===== src/rtl/prog_loader_pkg.sv =====
// Shared types and constants for the program loader.
package prog_loader_pkg;

    typedef enum logic [2:0] {
        IDLE,
        LEN,
        ADDR,
        DATA,
        CSUM,
        DONE
    } loaderState_t;

    localparam logic [7:0] SYNC_DEFAULT = 8'hA5;

    // A length byte of zero encodes a full 256-byte page.
    function automatic logic [8:0] lenToCount(input logic [7:0] n);
        return (n == 8'h00) ? 9'd256 : {1'b0, n};
    endfunction

endpackage


===== src/rtl/loader_csum.sv =====
// 8-bit modulo-256 frame checksum accumulator.
module loader_csum (
    input  logic       clk,
    input  logic       clr,
    input  logic       addEn,
    input  logic [7:0] data,
    output logic [7:0] sum,
    output logic       sumOk
);

    logic [7:0] total;

    always_ff @(posedge clk) begin
        if (clr) begin
            sum <= 8'h00;
        end else if (addEn) begin
            sum <= sum + data;
        end
    end

    assign total = sum + data;
    assign sumOk = (total == 8'h00);

endmodule


===== src/rtl/prog_loader.sv =====
// Framed byte-stream loader: writes payload to memory and holds the core
// in reset until a frame with a good checksum has landed.
module prog_loader
    import prog_loader_pkg::*;
#(
    parameter logic [7:0] SYNC_BYTE = SYNC_DEFAULT
) (
    input  logic       clk,
    input  logic       reset,
    input  logic [7:0] rx_data,
    input  logic       rx_valid,
    output logic       rx_ready,
    output logic       mem_we,
    output logic [7:0] mem_addr,
    output logic [7:0] mem_wdata,
    output logic       cpu_hold,
    output logic       load_done,
    output logic       load_err
);

    loaderState_t state;
    logic [8:0]   count;
    logic [7:0]   ptr;
    logic [7:0]   sum;
    logic         sumOk;
    logic         accept;
    logic         hunting;
    logic         isSync;
    logic         csumClr;
    logic         csumAdd;

    assign accept  = rx_valid && rx_ready;
    assign hunting = (state == IDLE) || (state == DONE);
    assign isSync  = (rx_data == SYNC_BYTE);
    assign csumClr = reset || (accept && hunting && isSync);
    assign csumAdd = accept &&
                     ((state == LEN) || (state == ADDR) || (state == DATA));

    loader_csum uCsum (
        .clk   (clk),
        .clr   (csumClr),
        .addEn (csumAdd),
        .data  (rx_data),
        .sum   (sum),
        .sumOk (sumOk)
    );

    always_ff @(posedge clk) begin
        if (reset) begin
            state     <= IDLE;
            count     <= 9'd0;
            ptr       <= 8'h00;
            rx_ready  <= 1'b0;
            mem_we    <= 1'b0;
            mem_addr  <= 8'h00;
            mem_wdata <= 8'h00;
            cpu_hold  <= 1'b1;
            load_done <= 1'b0;
            load_err  <= 1'b0;
        end else begin
            rx_ready <= 1'b1;
            mem_we   <= 1'b0;
            if (accept) begin
                unique case (state)
                    IDLE, DONE: begin
                        if (isSync) begin
                            state     <= LEN;
                            cpu_hold  <= 1'b1;
                            load_done <= 1'b0;
                            load_err  <= 1'b0;
                        end
                    end
                    LEN: begin
                        count <= lenToCount(rx_data);
                        state <= ADDR;
                    end
                    ADDR: begin
                        ptr   <= rx_data;
                        state <= DATA;
                    end
                    DATA: begin
                        mem_we    <= 1'b1;
                        mem_addr  <= ptr;
                        mem_wdata <= rx_data;
                        ptr       <= ptr + 8'd1;
                        count     <= count - 9'd1;
                        if (count == 9'd1) begin
                            state <= CSUM;
                        end
                    end
                    CSUM: begin
                        if (sumOk) begin
                            state     <= DONE;
                            cpu_hold  <= 1'b0;
                            load_done <= 1'b1;
                        end else begin
                            state    <= IDLE;
                            load_err <= 1'b1;
                        end
                    end
                    default: state <= IDLE;
                endcase
            end
        end
    end

    logic unusedSum;
    assign unusedSum = ^sum;

endmodule


===== config.mk =====
export PLATFORM = sky130hd
export DESIGN_NAME = prog_loader
export DESIGN_NICKNAME = d
export VERILOG_FILES = /design/src/rtl/prog_loader_pkg.sv /design/src/rtl/loader_csum.sv /design/src/rtl/prog_loader.sv
export SDC_FILE = /design/constraint.sdc
export NUM_CORES = 1
export LEC_CHECK = 0
export ABC_AREA = 1
export CAP_MARGIN = 25
export CORE_UTILIZATION = 30
export DETAILED_ROUTE_END_ITERATION = 10
export DONT_BUFFER_PORTS = 1
export GPL_TIMING_DRIVEN = 1
export PLACE_DENSITY = 0.56
export SYNTH_ARGS = -nofsm -noshare
export SYNTH_HDL_FRONTEND = slang
export SYNTH_SLANG_ARGS = --single-unit

===== constraint.sdc =====
create_clock -name clk -period 1.95 [get_ports clk]
set_input_delay 0.39 -clock clk [delete_from_list [all_inputs] [get_ports clk]]
set_output_delay 0.39 -clock clk [all_outputs]
set_load 0.01 [all_outputs]

## Yosys cells after proc, flatten, opt, wreduce, memory -nomap -nowiden

Cells that the tools add are included.

| operators by class | value |
|---|---|
| $add $sub $neg | 3 |
| equality and inequality tests | 11 |
| multiplexer cells | 17 |
| bitwise logic cells | 1 |
| reduce and logical (&&, ||, !) cells | 22 |

Operators by type and width:

| operator | number |
|---|---|
| case mux 9 bit (2 select lines) | 1 |
| logical NOT 8 bit | 2 |
| case mux 8 bit (2 select lines) | 1 |
| case mux 3 bit (5 select lines) | 1 |
| == test 9 x 1 -> 1 bit (second input constant) | 1 |
| 2-to-1 mux 3 bit | 3 |
| 2-to-1 mux 9 bit | 1 |
| subtractor 9 x 1 -> 9 bit (second input constant) | 1 |
| adder 8 x 1 -> 8 bit (second input constant) | 1 |
| adder 8 bit | 1 |
| == test 8 bit (second input constant) | 1 |
| AND reduction 4 bit | 2 |
| 2-to-1 mux 1 bit | 7 |
| == test 3 x 2 -> 1 bit (second input constant) | 2 |
| == test 3 bit (second input constant) | 2 |
| inequality test 2 bit (second input constant) | 3 |
| case mux 1 bit (2 select lines) | 3 |
| AND reduction 2 bit | 3 |
| nonzero test 2 bit | 3 |
| logical AND 1 bit | 4 |
| logical OR 1 bit | 4 |
| OR reduction 2 bit | 2 |
| == test 3 x 1 -> 1 bit (second input constant) | 1 |
| logical NOT 3 bit | 1 |
| other kinds (3) | 3 |

| word-level totals | value |
|---|---|
| flip-flop bits (word level) | 49 |
| word-level logic and storage cells | 65 |

## Longest topological paths before layout

Gate-level depths: netlist of the first run.

| logic depth | value |
|---|---|
| depth after elaboration | 5 |
| gate-level depth with buffers | 13 |
| gate-level depth less buffers | 13 |

## By module

Synthesis of the first run repeated with hierarchy kept, for this count alone.

| second synthesis, totals | value |
|---|---|
| cells, all modules | 424 |
| area, all modules | 2,787.7 um2 |

Modules (own cells, without submodules):

| module | times used | cells an instance | area each (um2) | seq. area each (um2) |
|---|---|---|---|---|
| prog_loader | 1 | 303 | 2,050.7 | 820.8 |
| loader_csum | 1 | 121 | 737.0 | 160.2 |

## Worst setup path before layout of the first run

Ideal clock, no wire load.

| path | value |
|---|---|
| kind | input to register |
| start | input port rx_data[0] |
| end | register state[2] |
| setup time | 0.070 ns |
| data arrival time | 1.793 ns |
| data required time | 1.880 ns |
| path slack | 0.087 ns |
| stages on the path | 13 |
| path buffers | 0 |
| cells stage by stage | ha_1 > fa_1 > nand2_1 > nand3_1 > nand3_1 > nand2_1 > nand2_1 > nand2_1 > nor2_1 > nand2_1 > nand2_1 > nand2_1 > a21oi_1 |

| between the ends | value |
|---|---|
| word-level cells in the longest chain between the ends | 4 |
| elaborated cells on any way between the ends | 7 |

RTL lines:

| what | RTL line | source |
|---|---|---|
| start, declared | prog_loader.sv:10 | `input logic [7:0] rx_data,` |
| adder 8 bit | loader_csum.sv:21 | `assign total = sum + data;` |
| logical NOT 8 bit | loader_csum.sv:22 | `assign sumOk = (total == 8'h00);` |
| 2-to-1 mux 3 bit | prog_loader.sv:92 | `if (sumOk) begin` |
| case mux 3 bit (5 select lines) | prog_loader.sv:64 | `unique case (state)` |
| end signal, assigned | prog_loader.sv:67 | `state <= LEN;` |
| end signal, assigned | prog_loader.sv:93 | `state <= DONE;` |
| end signal, assigned | prog_loader.sv:97 | `state <= IDLE;` |
| end, declared | prog_loader.sv:21 | `loaderState_t state;` |

Parallel ways exist; a longest one is shown, timed or not.
A chain may end at the register's enable or synchronous reset.

## Worst setup path after layout of the first run

| path | value |
|---|---|
| start | register uCsum.sum[0] |
| end | register state[2] |

| between the ends | value |
|---|---|
| word-level cells in the longest chain between the ends | 4 |

RTL lines:

| what | RTL line | source |
|---|---|---|
| start, declared | loader_csum.sv:7 | `output logic [7:0] sum,` |
| start signal, assigned | loader_csum.sv:17 | `sum <= sum + data;` |
| adder 8 bit | loader_csum.sv:21 |  |
| logical NOT 8 bit | loader_csum.sv:22 |  |
| 2-to-1 mux 3 bit | prog_loader.sv:92 |  |
| case mux 3 bit (5 select lines) | prog_loader.sv:64 |  |

No other way between the ends.

==> impl_metrics.prom, run 1 <==
# TYPE chip_impl_metric gauge
chip_impl_info{name="worst_path_dominant_cell_family",value="simple AND/OR/NAND/NOR gates"} 1
chip_impl_info{name="commonest_cells_after_routing_fill_and_taps_aside",value="sky130_fd_sc_hd__nand2_1, sky130_fd_sc_hd__dfxtp_1, sky130_fd_sc_hd__o21ai_0, sky130_fd_sc_hd__nor2_1, sky130_fd_sc_hd__inv_1"} 1
chip_impl_metric{name="design.final.nets",unit=""} 403
chip_impl_metric{name="clockBufferDepth",unit=""} 2
chip_impl_info{name="root_buffer",value="sky130_fd_sc_hd__clkbuf_8"} 1
chip_impl_metric{name="fin_crit_sh",unit="%"} 97.89
chip_impl_metric{name="floorplan.initialDensity",unit="%"} 31.43
chip_impl_metric{name="synth.net_count",unit=""} 397
chip_impl_metric{name="synthArstFlopShare",unit="%"} 0
chip_impl_metric{name="worst-path-max-fanout",unit=""} 3
chip_impl_metric{name="postSynthCellCount",unit=""} 375
chip_impl_metric{name="max_stage_delay",unit="ps"} 420
chip_impl_info{name="hold_path.startpoint",value="reset"} 1
chip_impl_metric{name="clock_sink_count",unit=""} 49
chip_impl_metric{name="power.leakage",unit="nW"} 1.290
chip_impl_info{name="setup.worst_path.start",value="uCsum.sum[0]"} 1
chip_impl_metric{name="cts_htree_levels",unit=""} 2
chip_impl_info{name="timing.critical_path.to",value="state[2]"} 1
chip_impl_metric{name="drt-pass1-iter-count",unit=""} 4
chip_impl_metric{name="area.growth.synth_to_final",unit="%"} 12.51
chip_impl_metric{name="first_global_vias",unit=""} 2172
chip_impl_info{name="path_cells",value="ha_4 -> fa_2 -> buf_4 -> nand3_1 -> nand3_1 -> nand2_2 -> nand3_2 -> nor2_4 -> nand2_2 -> nand2_2 -> nand2_1 -> a21oi_1"} 1
chip_impl_info{name="layout_commonest_cell",value="sky130_fd_sc_hd__nand2_1"} 1
chip_impl_metric{name="dr_total_vias",unit=""} 2400
chip_impl_metric{name="synth-edff-count",unit=""} 0
chip_impl_metric{name="grt_util_all_layers",unit="%"} 15.40
chip_impl_metric{name="port_buffers",unit=""} 0
chip_impl_info{name="cp-start-kind",value="register"} 1
chip_impl_metric{name="globalplace.congestion",unit=""} 0.8588
chip_impl_metric{name="dp_cells",unit=""} 476
chip_impl_metric{name="layout-drive-gt1-share",unit="%"} 13.87
chip_impl_info{name="hp-class",value="in -> reg"} 1
chip_impl_metric{name="timing.setup.tns",unit="ps"} 0
chip_impl_info{name="outcome",value="finished, final reports clean"} 1
chip_impl_metric{name="multi_input_comb_area",unit="sq um"} 1476
chip_impl_metric{name="syn-cell-area",unit="sq um"} 2621
chip_impl_info{name="tritoncts_clock_tree",value="yes"} 1
chip_impl_metric{name="vias_per_cell",unit=""} 4.928
chip_impl_metric{name="reg2regPathDepth",unit=""} 12
chip_impl_metric{name="vdd_ir_drop_max",unit="uV"} 442.1
chip_impl_metric{name="synth_xor_area_share",unit="%"} 2.005
chip_impl_metric{name="synth_mux_area_share",unit="%"} 0
chip_impl_metric{name="row_count",unit=""} 33
chip_impl_metric{name="cap_viol_max_count",unit=""} 0
chip_impl_metric{name="totalPowerFinal",unit="mW"} 1.882
chip_impl_metric{name="coreArea",unit="sq um"} 8341
chip_impl_metric{name="r2r_setup_slack",unit="ps"} 40
chip_impl_metric{name="post_synth.cell_area_avg",unit="sq um"} 6.990
chip_impl_metric{name="cts.hold.buffers_added",unit=""} 0
chip_impl_metric{name="setup_viol",unit=""} 0
chip_impl_metric{name="design.die.area",unit="sq um"} 9115
chip_impl_metric{name="finalHoldViolCount",unit=""} 0
chip_impl_info{name="crit_top_cell",value="sky130_fd_sc_hd__nand2_2"} 1
chip_impl_metric{name="final_report_max_slew_violation_count",unit=""} 0
chip_impl_metric{name="antenna_cells",unit=""} 0
chip_impl_metric{name="globalRoute.totalOverflow",unit=""} 0
chip_impl_info{name="rr_startpoint",value="uCsum.sum[0]"} 1
chip_impl_metric{name="synth_compound_gate_area_share",unit="%"} 19.09
chip_impl_info{name="endpoint_kind",value="register"} 1
chip_impl_info{name="yosysTopAreaCell",value="sky130_fd_sc_hd__dfxtp_1"} 1
chip_impl_metric{name="drt_iter0_markers",unit=""} 129
chip_impl_info{name="rsz_0062_raised_after_global_routing",value="true"} 1
chip_impl_metric{name="skew_final",unit="ps"} 7.425
chip_impl_metric{name="ys_seq_elements",unit=""} 49
chip_impl_metric{name="finalWorstPathRequiredPeriod",unit="ps"} 1909
chip_impl_metric{name="holdWs",unit="ps"} 125.4
chip_impl_metric{name="synthDistinctLibCells",unit=""} 32
chip_impl_metric{name="power.density",unit="nW/um^2"} 638.1
chip_impl_metric{name="max_freq",unit="GHz"} 0.5239
chip_impl_metric{name="cts-buffers-inserted",unit=""} 5
chip_impl_metric{name="synth_seq_area_share",unit="%"} 37.42
chip_impl_metric{name="holdPathStages",unit=""} 1
chip_impl_info{name="main_flop_type_after_synthesis",value="sky130_fd_sc_hd__dfxtp_1"} 1
chip_impl_metric{name="dieWidth",unit="um"} 95.48
chip_impl_metric{name="synth_simple_gate_area_share",unit="%"} 27.64
chip_impl_metric{name="drc_errors",unit=""} 0
chip_impl_metric{name="synth-adder-area-share",unit="%"} 5.537
chip_impl_metric{name="worst_skew_pair_latency",unit="ps"} 320
chip_impl_metric{name="postRouteWirelength",unit="mm"} 6.541
chip_impl_info{name="synth_top_cells_by_area",value="sky130_fd_sc_hd__dfxtp_1, sky130_fd_sc_hd__nand2_1, sky130_fd_sc_hd__o21ai_0"} 1
chip_impl_metric{name="cts.reportedPaths.clkPinSlew",unit="ps"} 100
chip_impl_metric{name="timing.critical_path.required",unit="ps"} 2200
chip_impl_info{name="setup.worst_path.class",value="reg -> reg"} 1
chip_impl_metric{name="hpwl",unit="mm"} 4.730
chip_impl_metric{name="global_route_wire_length_before_repair",unit="mm"} 10.80
chip_impl_info{name="synth_top_family_by_area",value="simple AND/OR/NAND/NOR gates"} 1
chip_impl_metric{name="fin_util",unit="%"} 35.36
chip_impl_metric{name="final-instance-count-excl-fill",unit=""} 487
chip_impl_info{name="r2r-end",value="state[2]"} 1
chip_impl_metric{name="synth_largest_type_area_fraction",unit="%"} 37.42
chip_impl_metric{name="routedWlPerCell",unit="um"} 13.43
chip_impl_metric{name="synth-warning-count",unit=""} 0
chip_impl_metric{name="die_h",unit="um"} 95.48
chip_impl_metric{name="antenna_violations_before_repair",unit=""} 0
chip_impl_metric{name="register_area",unit="sq um"} 982.2
chip_impl_metric{name="drt.antenna.violating_nets",unit=""} 0
chip_impl_metric{name="actual_slew_at_the_worst_max_slew_pin",unit="ps"} 410.9
chip_impl_info{name="cp_slowest_cell",value="sky130_fd_sc_hd__fa_2"} 1
chip_impl_metric{name="arrival",unit="ps"} 2160
chip_impl_metric{name="crit_path_buf_inv_count",unit=""} 1
chip_impl_metric{name="critical_path_cell_count",unit=""} 12
chip_impl_metric{name="slew_headroom",unit="%"} 72.58
chip_impl_metric{name="maximum_number_of_pins_on_one_net_before_global_route_repair",unit=""} 37
chip_impl_metric{name="layout.filler_cells",unit=""} 922
chip_impl_metric{name="io_pins",unit=""} 32
==> power by group <==
part / total, mW / internal [mW] / switching (mW)
Clock: 0.796 / 0.394 / 0.402
Combinational: 0.0819 / 0.0275 / 0.0543
Sequential: 1.00 / 1.00 / 0.00182
Total: 1.88 / 1.42 / 0.458
==> cell usage after synthesis (2+ instances only) <==
cell                       instances
sky130_fd_sc_hd__a31oi_1          14
sky130_fd_sc_hd__inv_1            37
sky130_fd_sc_hd__nand4_1           5
sky130_fd_sc_hd__nand2_1          76
sky130_fd_sc_hd__nor3_2            2
sky130_fd_sc_hd__ha_1             10
sky130_fd_sc_hd__nor2_4            5
sky130_fd_sc_hd__a21oi_1          23
sky130_fd_sc_hd__nor2_1           45
sky130_fd_sc_hd__a21oi_2           2
sky130_fd_sc_hd__nor2_2            2
sky130_fd_sc_hd__xnor2_1           3
sky130_fd_sc_hd__nand3_1          18
sky130_fd_sc_hd__nor4_1            2
sky130_fd_sc_hd__xor2_1            3
sky130_fd_sc_hd__nand2_2           3
sky130_fd_sc_hd__clkbuf_1          3
sky130_fd_sc_hd__dfxtp_1          49
sky130_fd_sc_hd__inv_2             7
sky130_fd_sc_hd__buf_2             6
sky130_fd_sc_hd__o21ai_0          45
sky130_fd_sc_hd__o21ai_1           5
==> metrics by stage <==
step,area (sq um),setup slack [ps]
final,2949,41.17
after global routing,2949,-57.08
after CTS,2874,43.83
after detailed placement,2753,-84.27
after global placement,2753,-15.46
after floorplan,2621,87.48
==> metal layers <==
layer / GRT usage, % / routed length [um] / vias up / part of all wire [%]
met5: 0 / 0 / - / 0
li1: - / - / 1256 / -
met3: 2.951 / 273 / 12 / 4.2
met4: 7.090 / 139 / 0 / 2.1
met2: 23.75 / 2901 / 48 / 44
met1: 20.64 / 3226 / 1084 / 49
==> area by class of cell <==
class / count / share of cell area (%)
timing repair buffer: 10 / 2.546
inverter: 44 / 5.600
multi-input combinational: 271 / 50.06
tap: 105 / 4.455
clock buffer: 5 / 2.333
sequential: 49 / 33.31
clock inverter: 3 / 1.697
==> cell families after synthesis <==
| group | Yosys count |
|---|---|
| fa+ha+maj | 11 |
| compound gates | 93 |
| xor+xnor | 6 |
| flops | 49 |
| buf+inv | 55 |
| simple gates | 161 |
==> worst register-to-register path, cell delays in order, from the launching register on <==
cell                      delay, ps
sky130_fd_sc_hd__dfxtp_2        350
sky130_fd_sc_hd__ha_4           170
sky130_fd_sc_hd__fa_2           420
sky130_fd_sc_hd__buf_4          150
sky130_fd_sc_hd__nand3_1         60
sky130_fd_sc_hd__nand3_1         90
sky130_fd_sc_hd__nand2_2         90
sky130_fd_sc_hd__nand3_2         90
sky130_fd_sc_hd__nor2_4         120
sky130_fd_sc_hd__nand2_2         80
sky130_fd_sc_hd__nand2_2         60
sky130_fd_sc_hd__nand2_1         50
sky130_fd_sc_hd__a21oi_1        130
==> worst min path at each step <==
stage / slack [ps] / to
3_3_place_gp: 460 / uCsum.sum[0]
2_1_floorplan: 440 / uCsum.sum[0]
5_1_grt: 110 / load_err
4_1_cts: 130 / state[2]
6_report: 130 / load_err
3_5_place_dp: 460 / uCsum.sum[2]
==> state kept, by name, indices dropped and copies added (netlist names) <==
signal,cells
uCsum.sum,8
state,3
mem_wdata,8
rx_ready,1
cpu_hold,1
count,9
mem_addr,8
ptr,8
mem_we,1
load_done,1
load_err,1
==> what timing repair did <==
item	in CTS	in global routing
endpoints found under the setup margin	2	5
setup buffers	0	3
resized for setup	1	15
pin swaps	0	8
endpoints found under the hold margin	0	0
Power figures use the tool's default switching activity.
==> inputs of run 2 (changes only) <==
- PLACE_DENSITY: 0.56 -> 0.55
- clock period: 1.95 -> 2 ns (I/O delays scaled with it)
==> run 2 against run 1 <==
  * Cell area down 0.42%
  * Highest routed layer unchanged
  * Register-to-register slack better by 110 ps
  * Die area unchanged
  * Flip-flop and latch count is the same
  * Wire length rose by 1.4%
==> impl_metrics.prom, run 2 (same netlist as run 1, synthesis figures left out) <==
# TYPE chip_impl_metric gauge
chip_impl_metric{name="die_h",unit="um"} 95.48
chip_impl_metric{name="cts.repair_timing.setup_buffer_count",unit=""} 0
chip_impl_metric{name="postRouteWirelength",unit="mm"} 6.631
chip_impl_metric{name="clockBufferDepth",unit=""} 2
chip_impl_metric{name="final_cell_area",unit="sq um"} 2937
chip_impl_metric{name="vdd_ir_drop_max",unit="uV"} 289.3
chip_impl_info{name="tritoncts_clock_tree",value="yes"} 1
chip_impl_info{name="cp-start-kind",value="register"} 1
chip_impl_metric{name="drt-pass1-iter-count",unit=""} 6
chip_impl_metric{name="finalHoldViolCount",unit=""} 0
chip_impl_metric{name="totalPowerFinal",unit="mW"} 1.927
chip_impl_metric{name="flip_flop_count_of_the_largest_register_after_layout",unit=""} 9
chip_impl_metric{name="p_sw",unit="uW"} 421.6
chip_impl_info{name="rsz_0062_raised_after_global_routing",value="false"} 1
chip_impl_metric{name="fin_ws",unit="ps"} 151.1
chip_impl_metric{name="timing.critical_path.required",unit="ps"} 2250
chip_impl_metric{name="arrival",unit="ps"} 2100
chip_impl_info{name="rr_startpoint",value="uCsum.sum[0]"} 1
chip_impl_metric{name="finalWorstPathRequiredPeriod",unit="ps"} 1849
chip_impl_info{name="crit_top_cell",value="sky130_fd_sc_hd__nand2_1"} 1
chip_impl_metric{name="maximum_number_of_pins_on_one_net_before_global_route_repair",unit=""} 37
chip_impl_info{name="cp_slowest_cell",value="sky130_fd_sc_hd__fa_2"} 1
chip_impl_metric{name="floorplan.initialDensity",unit="%"} 31.43
chip_impl_metric{name="io_pins",unit=""} 32
chip_impl_metric{name="area.growth.synth_to_final",unit="%"} 12.03
chip_impl_info{name="endpoint_kind",value="register"} 1
chip_impl_metric{name="power.density",unit="nW/um^2"} 656.2
chip_impl_metric{name="coreArea",unit="sq um"} 8341
chip_impl_info{name="largest_register",value="count"} 1
chip_impl_metric{name="antenna_cells",unit=""} 0
chip_impl_metric{name="cts.reportedPaths.clkPinSlew",unit="ps"} 90
chip_impl_metric{name="layout-drive-gt1-share",unit="%"} 12.70
chip_impl_metric{name="final_report_max_slew_violation_count",unit=""} 0
chip_impl_metric{name="dp_worst_setup_slack",unit="ps"} -47.60
chip_impl_metric{name="cts-buffers-inserted",unit=""} 5
chip_impl_metric{name="cts_htree_levels",unit=""} 2
chip_impl_info{name="timing.critical_path.to",value="state[0]"} 1
chip_impl_metric{name="worst-path-max-fanout",unit=""} 3
chip_impl_metric{name="fin_util",unit="%"} 35.21
chip_impl_metric{name="max_stage_delay",unit="ps"} 410
chip_impl_metric{name="power_report.internal_total",unit="mW"} 1.505
chip_impl_metric{name="power.leakage",unit="nW"} 1.281
chip_impl_info{name="hp-class",value="in -> reg"} 1
chip_impl_metric{name="setup_viol",unit=""} 0
chip_impl_info{name="commonest_cells_after_routing_fill_and_taps_aside",value="sky130_fd_sc_hd__nand2_1, sky130_fd_sc_hd__dfxtp_1, sky130_fd_sc_hd__o21ai_0, sky130_fd_sc_hd__nor2_1, sky130_fd_sc_hd__inv_1"} 1
chip_impl_metric{name="antenna_violations_before_repair",unit=""} 0
chip_impl_info{name="outcome",value="finished, final reports clean"} 1
chip_impl_metric{name="slew_headroom",unit="%"} 70.44
chip_impl_metric{name="global_route_wire_length_before_repair",unit="mm"} 11.19
chip_impl_metric{name="routedWlPerCell",unit="um"} 13.73
chip_impl_info{name="setup.worst_path.start",value="uCsum.sum[0]"} 1
chip_impl_metric{name="clock_sink_count",unit=""} 49
chip_impl_info{name="root_buffer",value="sky130_fd_sc_hd__clkbuf_8"} 1
chip_impl_metric{name="drc_errors",unit=""} 0
chip_impl_metric{name="globalRoute.totalOverflow",unit=""} 0
chip_impl_info{name="layout_commonest_cell",value="sky130_fd_sc_hd__nand2_1"} 1
chip_impl_metric{name="skew_final",unit="ps"} 7.349
chip_impl_metric{name="clkPwrFrac",unit="%"} 45.2
chip_impl_metric{name="design.final.nets",unit=""} 399
chip_impl_metric{name="row_count",unit=""} 33
chip_impl_metric{name="first_global_vias",unit=""} 2252
chip_impl_metric{name="fin_crit_sh",unit="%"} 92.45
chip_impl_info{name="path_cells",value="ha_4 -> fa_2 -> xor2_1 -> nor2_1 -> nand3_1 -> nor2_2 -> nand2_2 -> nand2_1 -> nand2_1 -> a21oi_2"} 1
chip_impl_metric{name="port_buffers",unit=""} 0
chip_impl_info{name="r2r-end",value="state[0]"} 1
chip_impl_metric{name="worst_skew_pair_latency",unit="ps"} 310
chip_impl_metric{name="grt_util_all_layers",unit="%"} 15.76
chip_impl_metric{name="relative_contribution_of_sequential_cells_to_total_power",unit="%"} 50.8
chip_impl_metric{name="hpwl",unit="mm"} 4.849
chip_impl_metric{name="reg2regPathDepth",unit=""} 10
chip_impl_metric{name="dpl-instance-area",unit="sq um"} 2745
chip_impl_metric{name="drt_iter0_markers",unit=""} 109
chip_impl_metric{name="drt.antenna.violating_nets",unit=""} 0
chip_impl_metric{name="timing.setup.tns",unit="ps"} 0
chip_impl_metric{name="globalplace.congestion",unit=""} 0.8171
chip_impl_metric{name="r2r_setup_slack",unit="ps"} 150
chip_impl_info{name="setup.worst_path.class",value="reg -> reg"} 1
chip_impl_metric{name="dieWidth",unit="um"} 95.48
chip_impl_metric{name="vias_per_cell",unit=""} 4.954
chip_impl_metric{name="dr_total_vias",unit=""} 2393
chip_impl_metric{name="combinationalPowerShare",unit="%"} 4.0
chip_impl_metric{name="cap_viol_max_count",unit=""} 0
chip_impl_metric{name="p_sw_share",unit="%"} 21.88
chip_impl_metric{name="max_freq",unit="GHz"} 0.5409
chip_impl_metric{name="actual_slew_at_the_worst_max_slew_pin",unit="ps"} 442.9
chip_impl_metric{name="design.die.area",unit="sq um"} 9115
[run 2: cell types whose count changed in the layout (fill, tap and decap cells not counted), sizes merged]
cell,change
buf,-4
bufinv,+1
clkinv,-1
[run 2: metal layers]
| metal | part of all wire [%] | global-route usage, % | up-vias |
|---|---|---|---|
| met3 | 3.2 | 2.791 | 5 |
| met1 | 51 | 22.36 | 1112 |
| met5 | 0 | 0 | - |
| met2 | 45 | 24.11 | 26 |
| met4 | 1.2 | 4.851 | 0 |
| li1 | - | - | 1250 |
[run 2: how the worst min path moves through the flow]
stage | startpoint | end | slack (ps) | depth (start not counted)
global placement | uCsum.sum[0] | uCsum.sum[0] | 460 | 2
global route | reset | state[0] | 130 | 1
floorplan | uCsum.sum[0] | uCsum.sum[0] | 440 | 2
detailed placement | uCsum.sum[4] | uCsum.sum[4] | 460 | 2
finish | reset | state[0] | 140 | 1
CTS | reset | state[0] | 140 | 1
[run 2: per-stage QoR]
step | cells | hold slack (ps)
floorplan | 375 | 441.7
global placement | 475 | 456.0
detailed placement | 475 | 464.1
CTS | 483 | 144.8
global route | 483 | 130.1
finish | 483 | 143.0
[run 2: repair_timing]
action	in CTS	in global routing
setup endpoints to repair	0	5
hold buffers	0	0
resized for setup	0	15
[run 2: cell type report]
| cell class | instances | area, sq um |
|---|---|---|
| clock buffer | 5 | 68.82 |
| inverter | 44 | 165.2 |
| multi-input combinational | 271 | 1475 |
| sequential | 49 | 982.2 |
| fill | 922 | 5404 |
| clock inverter | 3 | 68.82 |
| tap | 105 | 131.4 |
| timing repair buffer | 6 | 45.04 |
[run 2: power by group through the flow]
| stage | sequential (mW) | combinational (mW) | clock [mW] |
|---|---|---|---|
| 4_1_cts | 0.978 | 0.0730 | 0.882 |
| 2_1_floorplan | 1.00 | 0.0550 | 0 |
| 3_5_place_dp | 1.00 | 0.0727 | 0 |
| 6_report | 0.978 | 0.0777 | 0.871 |
| 5_1_grt | 0.979 | 0.0876 | 0.930 |
| 3_3_place_gp | 1.00 | 0.0729 | 0 |
[run 2: worst max-delay path, delay by kind of cell, from the launching register on]
kind / cells / cell delay [ps]
DFF: 1 / 350
AOI/OAI and AO/OA: 1 / 100
xor gates and xnor gates: 1 / 180
adders and majority gates: 2 / 580
and+or+nand+nor: 6 / 570
==> inputs of run 3 (changes only) <==
- CORE_MARGIN: unset -> 5
- CORE_UTILIZATION: 30 -> 60
- PLACE_DENSITY: 0.55 -> 0.87
==> run 3 against run 2 <==
  * Count of clock-buffer cells in the layout is the same
  * Worst setup slack lost 64 ps
  * Cell area shrank 3.3%
  * Flip-flop and latch count is the same
  * Critical endpoint unchanged
  * Power shrank 6.7%
  * Critical path type unchanged
  * Highest routed layer unchanged
==> impl_metrics.prom, run 3 (same netlist as run 1, synthesis figures left out) <==
# TYPE chip_impl_metric gauge
chip_impl_metric{name="area.growth.synth_to_final",unit="%"} 8.353
chip_impl_metric{name="combinationalPowerShare",unit="%"} 4.5
chip_impl_metric{name="r2r_setup_slack",unit="ps"} 90
chip_impl_info{name="path_cells",value="ha_2 -> fa_2 -> nor2_1 -> nand2_1 -> nor2_1 -> nand3_1 -> nor2_2 -> nand2_2 -> nand2_1 -> nand2_1 -> a21oi_1"} 1
chip_impl_metric{name="dieWidth",unit="um"} 76.10
chip_impl_metric{name="clock_sink_count",unit=""} 49
chip_impl_metric{name="routedWlPerCell",unit="um"} 15.13
chip_impl_metric{name="first_global_vias",unit=""} 2310
chip_impl_metric{name="row_count",unit=""} 24
chip_impl_metric{name="arrival",unit="ps"} 2160
chip_impl_metric{name="drt-pass1-iter-count",unit=""} 4
chip_impl_metric{name="clkPwrFrac",unit="%"} 41.1
chip_impl_metric{name="holdPathStages",unit=""} 1
chip_impl_info{name="largest_register",value="count"} 1
chip_impl_metric{name="coreArea",unit="sq um"} 4294
chip_impl_metric{name="fin_ws",unit="ps"} 87.39
chip_impl_info{name="timing.hold.worst_endpoint",value="load_err"} 1
chip_impl_metric{name="timing.critical_path.required",unit="ps"} 2250
chip_impl_metric{name="design.die.area",unit="sq um"} 5790
chip_impl_info{name="crit_top_cell",value="sky130_fd_sc_hd__nand2_1"} 1
chip_impl_metric{name="layout.filler_cells",unit=""} 362
chip_impl_info{name="cp-start-kind",value="register"} 1
chip_impl_metric{name="antenna_cells",unit=""} 0
chip_impl_metric{name="power.leakage",unit="nW"} 1.274
chip_impl_metric{name="actual_slew_at_the_worst_max_slew_pin",unit="ps"} 392.0
chip_impl_metric{name="dp_worst_setup_slack",unit="ps"} -52.95
chip_impl_info{name="commonest_cells_after_routing_fill_and_taps_aside",value="sky130_fd_sc_hd__nand2_1, sky130_fd_sc_hd__dfxtp_1, sky130_fd_sc_hd__o21ai_0"} 1
chip_impl_metric{name="relative_contribution_of_sequential_cells_to_total_power",unit="%"} 54.4
chip_impl_metric{name="io_pins",unit=""} 32
chip_impl_metric{name="dp_cells",unit=""} 423
chip_impl_metric{name="skew_final",unit="ps"} 2.857
chip_impl_metric{name="hpwl",unit="mm"} 4.679
chip_impl_metric{name="grt_util_all_layers",unit="%"} 22.14
chip_impl_metric{name="power_report.internal_total",unit="mW"} 1.385
chip_impl_info{name="hold_path.startpoint",value="reset"} 1
chip_impl_info{name="r2r-end",value="state[0]"} 1
chip_impl_info{name="tritoncts_clock_tree",value="yes"} 1
chip_impl_metric{name="cts_resized",unit=""} 0
chip_impl_metric{name="vias_per_cell",unit=""} 5.889
chip_impl_metric{name="dr_total_vias",unit=""} 2538
chip_impl_metric{name="cap_viol_max_count",unit=""} 0
chip_impl_metric{name="cts.hold.buffers_added",unit=""} 0
chip_impl_metric{name="worst_skew_pair_latency",unit="ps"} 310
chip_impl_info{name="hp-class",value="in -> reg"} 1
chip_impl_metric{name="fin_util",unit="%"} 66.14
chip_impl_metric{name="cts.reportedPaths.clkPinSlew",unit="ps"} 90
chip_impl_metric{name="fin_crit_sh",unit="%"} 95.63
chip_impl_metric{name="postRouteWirelength",unit="mm"} 6.519
chip_impl_metric{name="crit_path_buf_inv_count",unit=""} 0
chip_impl_metric{name="worst-path-max-fanout",unit=""} 3
chip_impl_metric{name="final_report_max_slew_violation_count",unit=""} 0
chip_impl_metric{name="finalWorstPathRequiredPeriod",unit="ps"} 1913
chip_impl_metric{name="port_buffers",unit=""} 0
chip_impl_metric{name="clockBufferDepth",unit=""} 2
chip_impl_info{name="setup.worst_path.class",value="reg -> reg"} 1
chip_impl_metric{name="cts-buffers-inserted",unit=""} 5
chip_impl_metric{name="layout-drive-gt1-share",unit="%"} 12.14
chip_impl_info{name="worst_path_dominant_cell_family",value="simple AND/OR/NAND/NOR gates"} 1
chip_impl_metric{name="drc_errors",unit=""} 0
chip_impl_metric{name="p_sw_share",unit="%"} 22.92
chip_impl_metric{name="flip_flop_count_of_the_largest_register_after_layout",unit=""} 9
chip_impl_metric{name="final-instance-count-excl-fill",unit=""} 431
chip_impl_info{name="rr_startpoint",value="uCsum.sum[0]"} 1
chip_impl_metric{name="slew_headroom",unit="%"} 73.84
chip_impl_metric{name="timing.setup.tns",unit="ps"} 0
chip_impl_info{name="outcome",value="finished, final reports clean"} 1
chip_impl_metric{name="max_stage_delay",unit="ps"} 440
chip_impl_metric{name="vdd_ir_drop_max",unit="uV"} 587.0
chip_impl_metric{name="power.density",unit="nW/um^2"} 632.8
chip_impl_metric{name="globalRoute.totalOverflow",unit=""} 0
chip_impl_metric{name="floorplan.initialDensity",unit="%"} 61.04
chip_impl_metric{name="max_freq",unit="GHz"} 0.5228
chip_impl_metric{name="drt.antenna.violating_nets",unit=""} 0
chip_impl_info{name="root_buffer",value="sky130_fd_sc_hd__clkbuf_8"} 1
chip_impl_info{name="layout_commonest_cell",value="sky130_fd_sc_hd__nand2_1"} 1
chip_impl_metric{name="design.final.nets",unit=""} 400
chip_impl_metric{name="reg2regPathDepth",unit=""} 11
chip_impl_metric{name="die_h",unit="um"} 76.10
chip_impl_metric{name="p_sw",unit="uW"} 411.9
chip_impl_metric{name="cts.repair_timing.setup_buffer_count",unit=""} 0
chip_impl_metric{name="finalHoldViolCount",unit=""} 0
chip_impl_info{name="endpoint_kind",value="register"} 1
chip_impl_metric{name="maximum_number_of_pins_on_one_net_before_global_route_repair",unit=""} 33
chip_impl_metric{name="setup_viol",unit=""} 0
chip_impl_metric{name="antenna_violations_before_repair",unit=""} 0
chip_impl_metric{name="global_route_wire_length_before_repair",unit="mm"} 10.81
chip_impl_info{name="cp_slowest_cell",value="sky130_fd_sc_hd__fa_2"} 1
chip_impl_metric{name="drt_iter0_markers",unit=""} 234
chip_impl_metric{name="cts_htree_levels",unit=""} 2
chip_impl_metric{name="globalplace.congestion",unit=""} 0.8883
-- run 3: how the worst max path moves through the flow --
stage / from / endpoint / depth (start not counted)
after detailed placement: rx_data[0] / state[0] / 13
after floorplan: rx_data[0] / state[2] / 13
after global placement: rx_data[0] / state[2] / 13
after global routing: uCsum.sum[0] / state[0] / 13
final: uCsum.sum[0] / state[0] / 11
after CTS: uCsum.sum[0] / state[0] / 13
-- run 3: per-stage QoR --
step	hold WS [ps]	instance area, sq um	power, mW
after floorplan	441.7	2621	1.056
after global placement	454.1	2686	1.072
after detailed placement	474.1	2686	1.074
after CTS	144.1	2805	1.800
after global routing	127.5	2840	1.871
final	147.0	2840	1.797
-- run 3: layout make-up --
cell class | instances | area, sq um | share of cell area [%]
Multi-Input combinational cell | 271 | 1458 | 51.32
Tap cell | 52 | 65.06 | 2.291
Inverter | 44 | 165.2 | 5.815
Sequential cell | 49 | 980.9 | 34.54
Clock inverter | 3 | 50.05 | 1.762
Timing Repair Buffer | 7 | 52.55 | 1.850
Clock buffer | 5 | 68.82 | 2.423
-- run 3: metal layers --
metal | vias to the layer above | global-route usage, % | share of wire [%]
met5 | - | 0 | 0
met4 | 0 | 9.091 | 2.5
met3 | 18 | 5.083 | 8.1
met2 | 130 | 34.42 | 46
met1 | 1145 | 29.45 | 43
li1 | 1245 | - | -
-- run 3: worst register-to-register path: cells and delay by family, from the launching register on --
family	cells	cell delay (ps)
compound gates	1	110
simple gates	8	740
flops	1	360
fa+ha+maj	2	660
-- run 3: power groups by stage --
stage / Combinational [mW] / Sequential, mW / Clock (mW)
final: 0.0803 / 0.978 / 0.739
after global routing: 0.0887 / 0.979 / 0.803
after CTS: 0.0740 / 0.978 / 0.747
after detailed placement: 0.0731 / 1.00 / 0
after global placement: 0.0709 / 1.00 / 0
after floorplan: 0.0550 / 1.00 / 0
